### src/rtl/fpc_tag_ctrl_pkg.sv
// ============================================================================
// Module  : fpc_tag_ctrl_pkg
// Brief   : Shared constants, completion-tag layout and helpers for the
//           FPC read-tag scheduler.
// Revision: 1.0 - initial release
// ============================================================================
`default_nettype none

package fpc_tag_ctrl_pkg;

    localparam int NUM_CH      = 4;
    localparam int TAG_W       = 8;
    localparam int TAG_CH_LSB  = 4;
    localparam int TAG_LOW_MSB = 2;

    // Completion tag layout: {2'b0, ch[1:0], 1'b0, low[2:0]}
    typedef struct packed {
        logic [1:0]           ch;
        logic [TAG_LOW_MSB:0] low;
    } cpl_fields_t;

    function automatic cpl_fields_t tag_unpack(input logic [TAG_W-1:0] tag);
        cpl_fields_t f;
        f.ch  = tag[TAG_CH_LSB +: 2];
        f.low = tag[TAG_LOW_MSB:0];
        return f;
    endfunction

    function automatic logic [TAG_W-1:0] tag_pack(input logic [1:0] ch,
                                                  input logic [TAG_LOW_MSB:0] low);
        return {2'b00, ch, 1'b0, low};
    endfunction

    function automatic logic [2:0] popcount4(input logic [NUM_CH-1:0] v);
        return 3'(v[0]) + 3'(v[1]) + 3'(v[2]) + 3'(v[3]);
    endfunction

endpackage

`default_nettype wire

### src/rtl/fpc_tag_ctrl_if.sv
// ============================================================================
// Module  : fpc_tag_ctrl_if
// Brief   : Request, completion and release signals of the FPC tag scheduler.
// Revision: 1.0 - initial release
// ============================================================================
`default_nettype none

interface fpc_tag_ctrl_if #(
    parameter int NBITS_TAG_LOW = 3
);
    import fpc_tag_ctrl_pkg::*;

    localparam int NBL   = NBITS_TAG_LOW;
    localparam int DEPTH = 1 << NBL;
    localparam int OUT_W = $clog2(NUM_CH * DEPTH + 1);

    logic [NUM_CH-1:0]     rr_valid;
    logic [NUM_CH*NBL-1:0] rr_tag_low;
    logic [NUM_CH-1:0]     rr_ready;
    logic                  cpl_valid;
    logic [TAG_W-1:0]      cpl_tag;
    logic                  cpl_last;
    logic [NUM_CH-1:0]     done_valid;
    logic [NUM_CH*NBL-1:0] done_tag_low;
    logic [NUM_CH-1:0]     done_ack;
    logic [NUM_CH-1:0]     chan_flush;
    logic [NUM_CH-1:0]     idle;
    logic [OUT_W-1:0]      outstanding;
    logic                  cpl_err;

    modport master (
        output rr_ready, cpl_valid, cpl_tag, cpl_last, done_ack, chan_flush,
        input  rr_valid, rr_tag_low, done_valid, done_tag_low, idle,
               outstanding, cpl_err
    );

    modport slave (
        input  rr_ready, cpl_valid, cpl_tag, cpl_last, done_ack, chan_flush,
        output rr_valid, rr_tag_low, done_valid, done_tag_low, idle,
               outstanding, cpl_err
    );

endinterface

`default_nettype wire

### src/rtl/fpc_tag_ctrl_ring.sv
// ============================================================================
// Module  : fpc_tag_ring
// Brief   : One channel's tag ring: issue, completion marking, in-order
//           release and flush draining.
// Revision: 1.0 - initial release
// ============================================================================
`default_nettype none

module fpc_tag_ring #(
    parameter int NBITS_TAG_LOW = 3
) (
    input  logic                     clock,
    input  logic                     reset,
    input  logic                     flush,
    input  logic                     issue_allow,
    input  logic                     rr_ready,
    output logic                     rr_valid,
    output logic [NBITS_TAG_LOW-1:0] rr_tag_low,
    output logic                     issue,
    input  logic                     cpl_en,
    input  logic [NBITS_TAG_LOW-1:0] cpl_low,
    output logic                     cpl_hit,
    input  logic                     done_ack,
    output logic                     done_valid,
    output logic [NBITS_TAG_LOW-1:0] done_tag_low,
    output logic                     idle
);

    localparam int NBL   = NBITS_TAG_LOW;
    localparam int DEPTH = 1 << NBL;
    localparam logic [NBL:0] PTR_ONE = (NBL+1)'(1);

    // Pointers carry one extra wrap bit so full and empty are distinguishable
    logic [NBL:0]       wptr;
    logic [NBL:0]       rptr;
    logic [DEPTH-1:0]   inflight;
    logic [DEPTH-1:0]   done;
    logic [NBL-1:0]     wslot;
    logic [NBL-1:0]     rslot;
    logic               full;
    logic               empty;
    logic               head_done;
    logic               pop_head;

    assign wslot = wptr[NBL-1:0];
    assign rslot = rptr[NBL-1:0];
    assign empty = (wptr == rptr);
    assign full  = (wptr[NBL] != rptr[NBL]) && (wslot == rslot);

    assign rr_valid     = ~reset & ~full & ~flush & issue_allow;
    assign rr_tag_low   = wslot;
    assign issue        = rr_valid & rr_ready;
    assign cpl_hit      = cpl_en & inflight[cpl_low];
    assign head_done    = ~empty & done[rslot];
    assign done_valid   = head_done & ~flush;
    assign done_tag_low = rslot;
    assign idle         = empty;
    // While flushing, completed head entries drain one per cycle without an ack
    assign pop_head     = head_done & (flush | done_ack);

    always_ff @(posedge clock) begin
        if (reset) begin
            wptr     <= '0;
            rptr     <= '0;
            inflight <= '0;
            done     <= '0;
        end else begin
            if (issue) begin
                wptr            <= wptr + PTR_ONE;
                inflight[wslot] <= 1'b1;
                done[wslot]     <= 1'b0;
            end
            if (cpl_hit) begin
                inflight[cpl_low] <= 1'b0;
                done[cpl_low]     <= 1'b1;
            end
            if (pop_head) begin
                rptr        <= rptr + PTR_ONE;
                done[rslot] <= 1'b0;
            end
        end
    end

endmodule

`default_nettype wire

### src/rtl/fpc_tag_ctrl.sv
// ============================================================================
// Module  : fpc_tag_ctrl
// Brief   : Read-tag scheduler for four FPC read channels with a global
//           in-flight limit and in-order tag release.
// Revision: 1.0 - initial release
// ============================================================================
`default_nettype none

module fpc_tag_ctrl
    import fpc_tag_ctrl_pkg::*;
#(
    parameter logic [NUM_CH-1:0] ENABLE          = 4'b0011,
    parameter int                NBITS_TAG_LOW   = 3,
    parameter int                MAX_OUTSTANDING = 16
) (
    input  logic          clock,
    input  logic          reset,
    fpc_tag_ctrl_if.slave bus
);

    localparam int NBL   = NBITS_TAG_LOW;
    localparam int DEPTH = 1 << NBL;
    localparam int OUT_W = $clog2(NUM_CH * DEPTH + 1);
    localparam logic [OUT_W-1:0] MAX_CNT = OUT_W'(MAX_OUTSTANDING);

    logic [OUT_W-1:0]      outstanding;
    logic                  cpl_err;
    logic                  issue_allow;
    logic                  cpl_evt;
    cpl_fields_t           cpl_f;
    logic [NUM_CH-1:0]     issue;
    logic [NUM_CH-1:0]     cpl_hit;
    logic [NUM_CH-1:0]     rr_valid;
    logic [NUM_CH-1:0]     done_valid;
    logic [NUM_CH-1:0]     idle;
    logic [NUM_CH*NBL-1:0] rr_tag_low;
    logic [NUM_CH*NBL-1:0] done_tag_low;
    logic                  unused_ok;

    assign cpl_f       = tag_unpack(bus.cpl_tag);
    assign cpl_evt     = bus.cpl_valid & bus.cpl_last;
    assign issue_allow = (outstanding < MAX_CNT);

    generate
        for (genvar i = 0; i < NUM_CH; i++) begin : g_ch
            if (ENABLE[i]) begin : g_ring
                fpc_tag_ring #(
                    .NBITS_TAG_LOW(NBL)
                ) u_ring (
                    .clock        (clock),
                    .reset        (reset),
                    .flush        (bus.chan_flush[i]),
                    .issue_allow  (issue_allow),
                    .rr_ready     (bus.rr_ready[i]),
                    .rr_valid     (rr_valid[i]),
                    .rr_tag_low   (rr_tag_low[i*NBL +: NBL]),
                    .issue        (issue[i]),
                    .cpl_en       (cpl_evt && (cpl_f.ch == 2'(i))),
                    .cpl_low      (cpl_f.low[NBL-1:0]),
                    .cpl_hit      (cpl_hit[i]),
                    .done_ack     (bus.done_ack[i]),
                    .done_valid   (done_valid[i]),
                    .done_tag_low (done_tag_low[i*NBL +: NBL]),
                    .idle         (idle[i])
                );
            end else begin : g_off
                assign rr_valid[i]                = 1'b0;
                assign rr_tag_low[i*NBL +: NBL]   = '0;
                assign issue[i]                   = 1'b0;
                assign cpl_hit[i]                 = 1'b0;
                assign done_valid[i]              = 1'b0;
                assign done_tag_low[i*NBL +: NBL] = '0;
                assign idle[i]                    = 1'b1;
            end
        end
    endgenerate

    // At most one channel can match a completion, so the decrement is 0 or 1
    always_ff @(posedge clock) begin
        if (reset) begin
            outstanding <= '0;
            cpl_err     <= 1'b0;
        end else begin
            outstanding <= outstanding + OUT_W'(popcount4(issue)) - OUT_W'(|cpl_hit);
            cpl_err     <= cpl_evt & ~(|cpl_hit);
        end
    end

    assign bus.rr_valid     = rr_valid;
    assign bus.rr_tag_low   = rr_tag_low;
    assign bus.done_valid   = done_valid;
    assign bus.done_tag_low = done_tag_low;
    assign bus.idle         = idle;
    assign bus.outstanding  = outstanding;
    assign bus.cpl_err      = cpl_err;

    assign unused_ok = ^{cpl_f, bus.rr_ready, bus.done_ack, bus.chan_flush};

endmodule

`default_nettype wire

### src/flat_wrapper.sv
// flat-port wrapper written by rule: the top's interface ports become plain ports
module fpc_tag_ctrl_flat import fpc_tag_ctrl_pkg::*;
#(
    parameter logic [NUM_CH-1:0] ENABLE          = 4'b0011,
    parameter int                NBITS_TAG_LOW   = 3,
    parameter int                MAX_OUTSTANDING = 16
)
  (clock, reset, bus_rr_ready, bus_cpl_valid, bus_cpl_tag, bus_cpl_last, bus_done_ack, bus_chan_flush, bus_rr_valid, bus_rr_tag_low, bus_done_valid, bus_done_tag_low, bus_idle, bus_outstanding, bus_cpl_err);
  fpc_tag_ctrl_if #(.NBITS_TAG_LOW(NBITS_TAG_LOW)) bus_i ();
  input  logic clock;
  input  logic reset;
  input wire logic [$bits(bus_i.rr_ready)-1:0] bus_rr_ready;
  input wire logic [$bits(bus_i.cpl_valid)-1:0] bus_cpl_valid;
  input wire logic [$bits(bus_i.cpl_tag)-1:0] bus_cpl_tag;
  input wire logic [$bits(bus_i.cpl_last)-1:0] bus_cpl_last;
  input wire logic [$bits(bus_i.done_ack)-1:0] bus_done_ack;
  input wire logic [$bits(bus_i.chan_flush)-1:0] bus_chan_flush;
  output wire logic [$bits(bus_i.rr_valid)-1:0] bus_rr_valid;
  output wire logic [$bits(bus_i.rr_tag_low)-1:0] bus_rr_tag_low;
  output wire logic [$bits(bus_i.done_valid)-1:0] bus_done_valid;
  output wire logic [$bits(bus_i.done_tag_low)-1:0] bus_done_tag_low;
  output wire logic [$bits(bus_i.idle)-1:0] bus_idle;
  output wire logic [$bits(bus_i.outstanding)-1:0] bus_outstanding;
  output wire logic [$bits(bus_i.cpl_err)-1:0] bus_cpl_err;
  assign bus_i.rr_ready = bus_rr_ready;
  assign bus_i.cpl_valid = bus_cpl_valid;
  assign bus_i.cpl_tag = bus_cpl_tag;
  assign bus_i.cpl_last = bus_cpl_last;
  assign bus_i.done_ack = bus_done_ack;
  assign bus_i.chan_flush = bus_chan_flush;
  assign bus_rr_valid = bus_i.rr_valid;
  assign bus_rr_tag_low = bus_i.rr_tag_low;
  assign bus_done_valid = bus_i.done_valid;
  assign bus_done_tag_low = bus_i.done_tag_low;
  assign bus_idle = bus_i.idle;
  assign bus_outstanding = bus_i.outstanding;
  assign bus_cpl_err = bus_i.cpl_err;
  fpc_tag_ctrl #(.ENABLE(ENABLE), .NBITS_TAG_LOW(NBITS_TAG_LOW), .MAX_OUTSTANDING(MAX_OUTSTANDING)) u_core (.clock(clock), .reset(reset), .bus(bus_i));
endmodule
### config.mk
export PLATFORM = sky130hd
export DESIGN_NAME = fpc_tag_ctrl_flat
export DESIGN_NICKNAME = d
export VERILOG_FILES = /design/src/rtl/fpc_tag_ctrl_pkg.sv /design/src/rtl/fpc_tag_ctrl_if.sv /design/src/rtl/fpc_tag_ctrl_ring.sv /design/src/rtl/fpc_tag_ctrl.sv /design/src/flat_wrapper.sv
export SDC_FILE = /design/constraint.sdc
export NUM_CORES = 1
export LEC_CHECK = 0
export ABC_CLOCK_PERIOD_IN_PS = 4000
export CAP_MARGIN = 20
export CORE_UTILIZATION = 45
export DETAILED_ROUTE_END_ITERATION = 16
export PLACE_DENSITY = 0.71
export SYNTH_ARGS = -nofsm -noshare
export SYNTH_HDL_FRONTEND = slang
export SYNTH_HIERARCHICAL = 1
export SYNTH_SLANG_ARGS = --single-unit
### constraint.sdc
create_clock -name clock -period 4 [get_ports clock]
set_input_delay 0.6 -clock clock [delete_from_list [all_inputs] [get_ports clock]]
set_output_delay 0.6 -clock clock [all_outputs]
set_load 0.02 [all_outputs]
==> metrics.txt <==
status finished clean; Tot Pwr 1.22 mW; Top Ports 67; drc violations 0; via count 2,793; Clk pwr share roughly a quarter; post-synthesis instance total 403; CP Class in2reg; ant diodes 0; Worst-Margin Slew 0.790 ns; Post-Syn Area per Cell between 8 and 9 µm²; RSZ-0062 raised after global routing no; end of the worst hold path u_core/g_ch[1].g_ring.u_ring/inflight[6]$_SDFF_PP0_; Setup crit start kind input pin; first-pass GRT wire length 12,200 µm; count leader, synth dfxtp_1; Sw Share 30.5%; Synth Warn # 6; worst path arrival time 3.99 ns; hold_ws approximately 0.51 ns; Yosys cell types 53; Clock Latency Late Sink 0.31 ns; sequential fraction of the synthesis area 31.8%; H-tree depth 2; Starting Density 47.2%; largest net degree at the start of global routing 66; Final setup violation count 0; sequential fraction of design power 48.3%; number of cell rows 31; number of synthesized flops with an enable pin 0; Async SR Flop Fraction 0%; HP Start u_core/g_ch[1].g_ring.u_ring/inflight[6]$_SDFF_PP0_; Storage cell area 1100 µm²; Clock Tree Buf Depth 2; First DRT Iteration DRCs 165; fin. max-slew vios 0; worst-case reg-to-reg path depth 11; vias in the first global route roughly 2,600; Core Area 7330 µm²; Placed Cells about 520; post-synth top area share a little under a third; P_leak 1.46 nW; Finished Core Util between 50 and 60%; Post-Route Setup TNS 0 ns; Post-layout nets 463; Fmax 0.264 GHz; worst hold path cell count 2; Die W 89.7 µm; TritonCTS buffer count 5; Worst R2R End u_core/bus.outstanding[4]$_SDFF_PP0_; FF-to-FF setup slack around 0.84 ns; initial antenna violation count 0; Final Hold Vio Count 0; Die ar. 8040 µm²; Clock Root Buffer clkbuf_8; Hold Crit Class reg2reg; Yosys top cell by area dfxtp_1; CTS tree yes; routed wire length per instance 14.3 µm; Synth top cells by count dfxtp_1 (55), nor2_1 (45), buf_4 (30), nand2_1 (29), a21oi_1 (27); Max IR drop VDD just under 0.3 mV; hold buffer count at cts 0; die height 89.7 µm; Finished Layout Cells between 500 and 600; pwr dens 317 nW/µm²; grt total ovfl 0; Crit. End Element register; multi-input logic area 2000 µm²; DR vias/cell 5.31; CTS clock-pin slew for the worst setup and hold paths 0.09 ns; MaxCap Viol Count 0; Comb power frac 26.0%; Synth Cell Area around 3500 µm²; P&R area growth vs syn 11.5%; worst reg2reg startpoint u_core/g_ch[1].g_ring.u_ring/inflight[7]$_SDFF_PP0_; share of cells above drive strength 1 under 10%; All-Layer GR Usage between 10% and 20%; clk sinks 55; antenna viol nets, final 0; Final Skew 0.00561 ns; GPL Wtd Cong a little under 0.8; minimum clock period 3.78 ns; largest cells by area after synthesis dfxtp_1 (32%), buf_4 (6.5%), nor2_1 (4.9%); Tcrit/Tclk final 94.5%; Synth Flop Type dfxtp_1; Seq cells post-synth 55; final WL approximately 7500 µm; Worst slew margin 46.6%; Req. time, crit path 4.20 ns; Worst Path Max Fanout 7; Port Buffers 39; hpwl dp 5520 µm; fillers between 700 and 800; Sw Pwr 0.373 mW; Detailed Routing Iterations Pass 1 4; P_int 0.848 mW
[worst max-delay path by stage]
stage	endpoint	slack, ns	from
after floorplan	u_core/bus.outstanding[4]$_SDFF_PP0_	0.29	bus_cpl_tag[1]
after global placement	u_core/bus.outstanding[4]$_SDFF_PP0_	-0.13	bus_cpl_tag[1]
after detailed placement	u_core/bus.outstanding[4]$_SDFF_PP0_	-0.15	bus_cpl_tag[1]
after CTS	u_core/bus.outstanding[4]$_SDFF_PP0_	0.18	bus_cpl_tag[1]
after global routing	u_core/bus.outstanding[4]$_SDFF_PP0_	0.05	bus_cpl_tag[1]
final	u_core/bus.outstanding[4]$_SDFF_PP0_	0.22	bus_cpl_tag[1]
[registers in the layout, summed over array words and instances, names as in the netlist]
register and cells:
u_core/g_ch.g_ring.u_ring/rptr 8, u_core/g_ch.g_ring.u_ring/done 16, u_core/bus.outstanding 6, u_core/g_ch.g_ring.u_ring/wptr 8, u_core/g_ch.g_ring.u_ring/inflight 16, u_core/bus.cpl_err 1
[layout make-up]
cell class / count / share of cell area [%]
Multi-Input combinational cell: 296 / 51.9
Timing Repair Buffer: 50 / 12.1
Inverter: 19 / 1.85
Tap cell: 99 / 3.21
Sequential cell: 55 / 28.6
Clock buffer: 6 / 2.14
Clock inverter: 1 / 0.130
[critical path, stage by stage]
cell,delay (ns)
clkdlybuf4s50_1,0.48
buf_4,0.16
mux4_2,0.50
mux2i_1,0.14
nor2b_1,0.05
or2_2,0.32
ha_1,0.28
inv_1,0.04
fa_1,0.40
fa_2,0.35
a21o_1,0.18
a21oi_1,0.15
mux2_1,0.33
[kinds of logic (layout without fill, tap and decap cells)]
kind of cell	after synthesis	after routing	synth area share, %
flops	55	55	31.8
other cells	2	18	0.217
xor+xnor	15	15	3.80
mux	19	19	7.27
compound gates	60	60	12.3
simple gates	172	172	27.7
fa+ha+maj	12	12	4.78
buf+inv	68	76	12.1
[layer usage]
metal  share of wire, %  vias to the layer above  global-route usage, %
met5                  0                        -                      0
met4                1.2                        0                   5.63
met3                4.3                        5                   3.56
met2                 46                       56                   31.0
met1                 48                     1324                   28.0
li1                   -                     1408                      -
[stage by stage]
step                worst slack [ns]  area (µm²)
floorplan                      0.286        3520
global placement              -0.125        3760
detailed placement            -0.150        3760
CTS                            0.177        3850
global route                  0.0468        3850
finish                         0.218        3850
[power by group through the flow]
stage,Combinational [mW],Clock (mW),Sequential [mW]
after floorplan,0.206,0,0.615
after global placement,0.308,0,0.601
after detailed placement,0.314,0,0.602
after CTS,0.317,0.322,0.590
after global routing,0.343,0.344,0.592
final,0.317,0.315,0.589
[layout by cell type (no fill, tap or decap), drive strengths merged, types with 7 or more instances in the layout]
cell	count
a21oi	27
and3	8
and3b	8
buf	12
clkdlybuf4s50	38
conb	18
dfxtp	55
ha	10
inv	19
mux2	9
nand2	30
nand3	8
nor2	45
nor2b	7
nor3	27
o221a	8
xnor2	7
xor2	8
[timing repair]
item                       CTS  global route
setup endpoints to repair    0             1
resized for setup            0             1
setup buffers                0             0
Power figures use the tool's default switching activity.
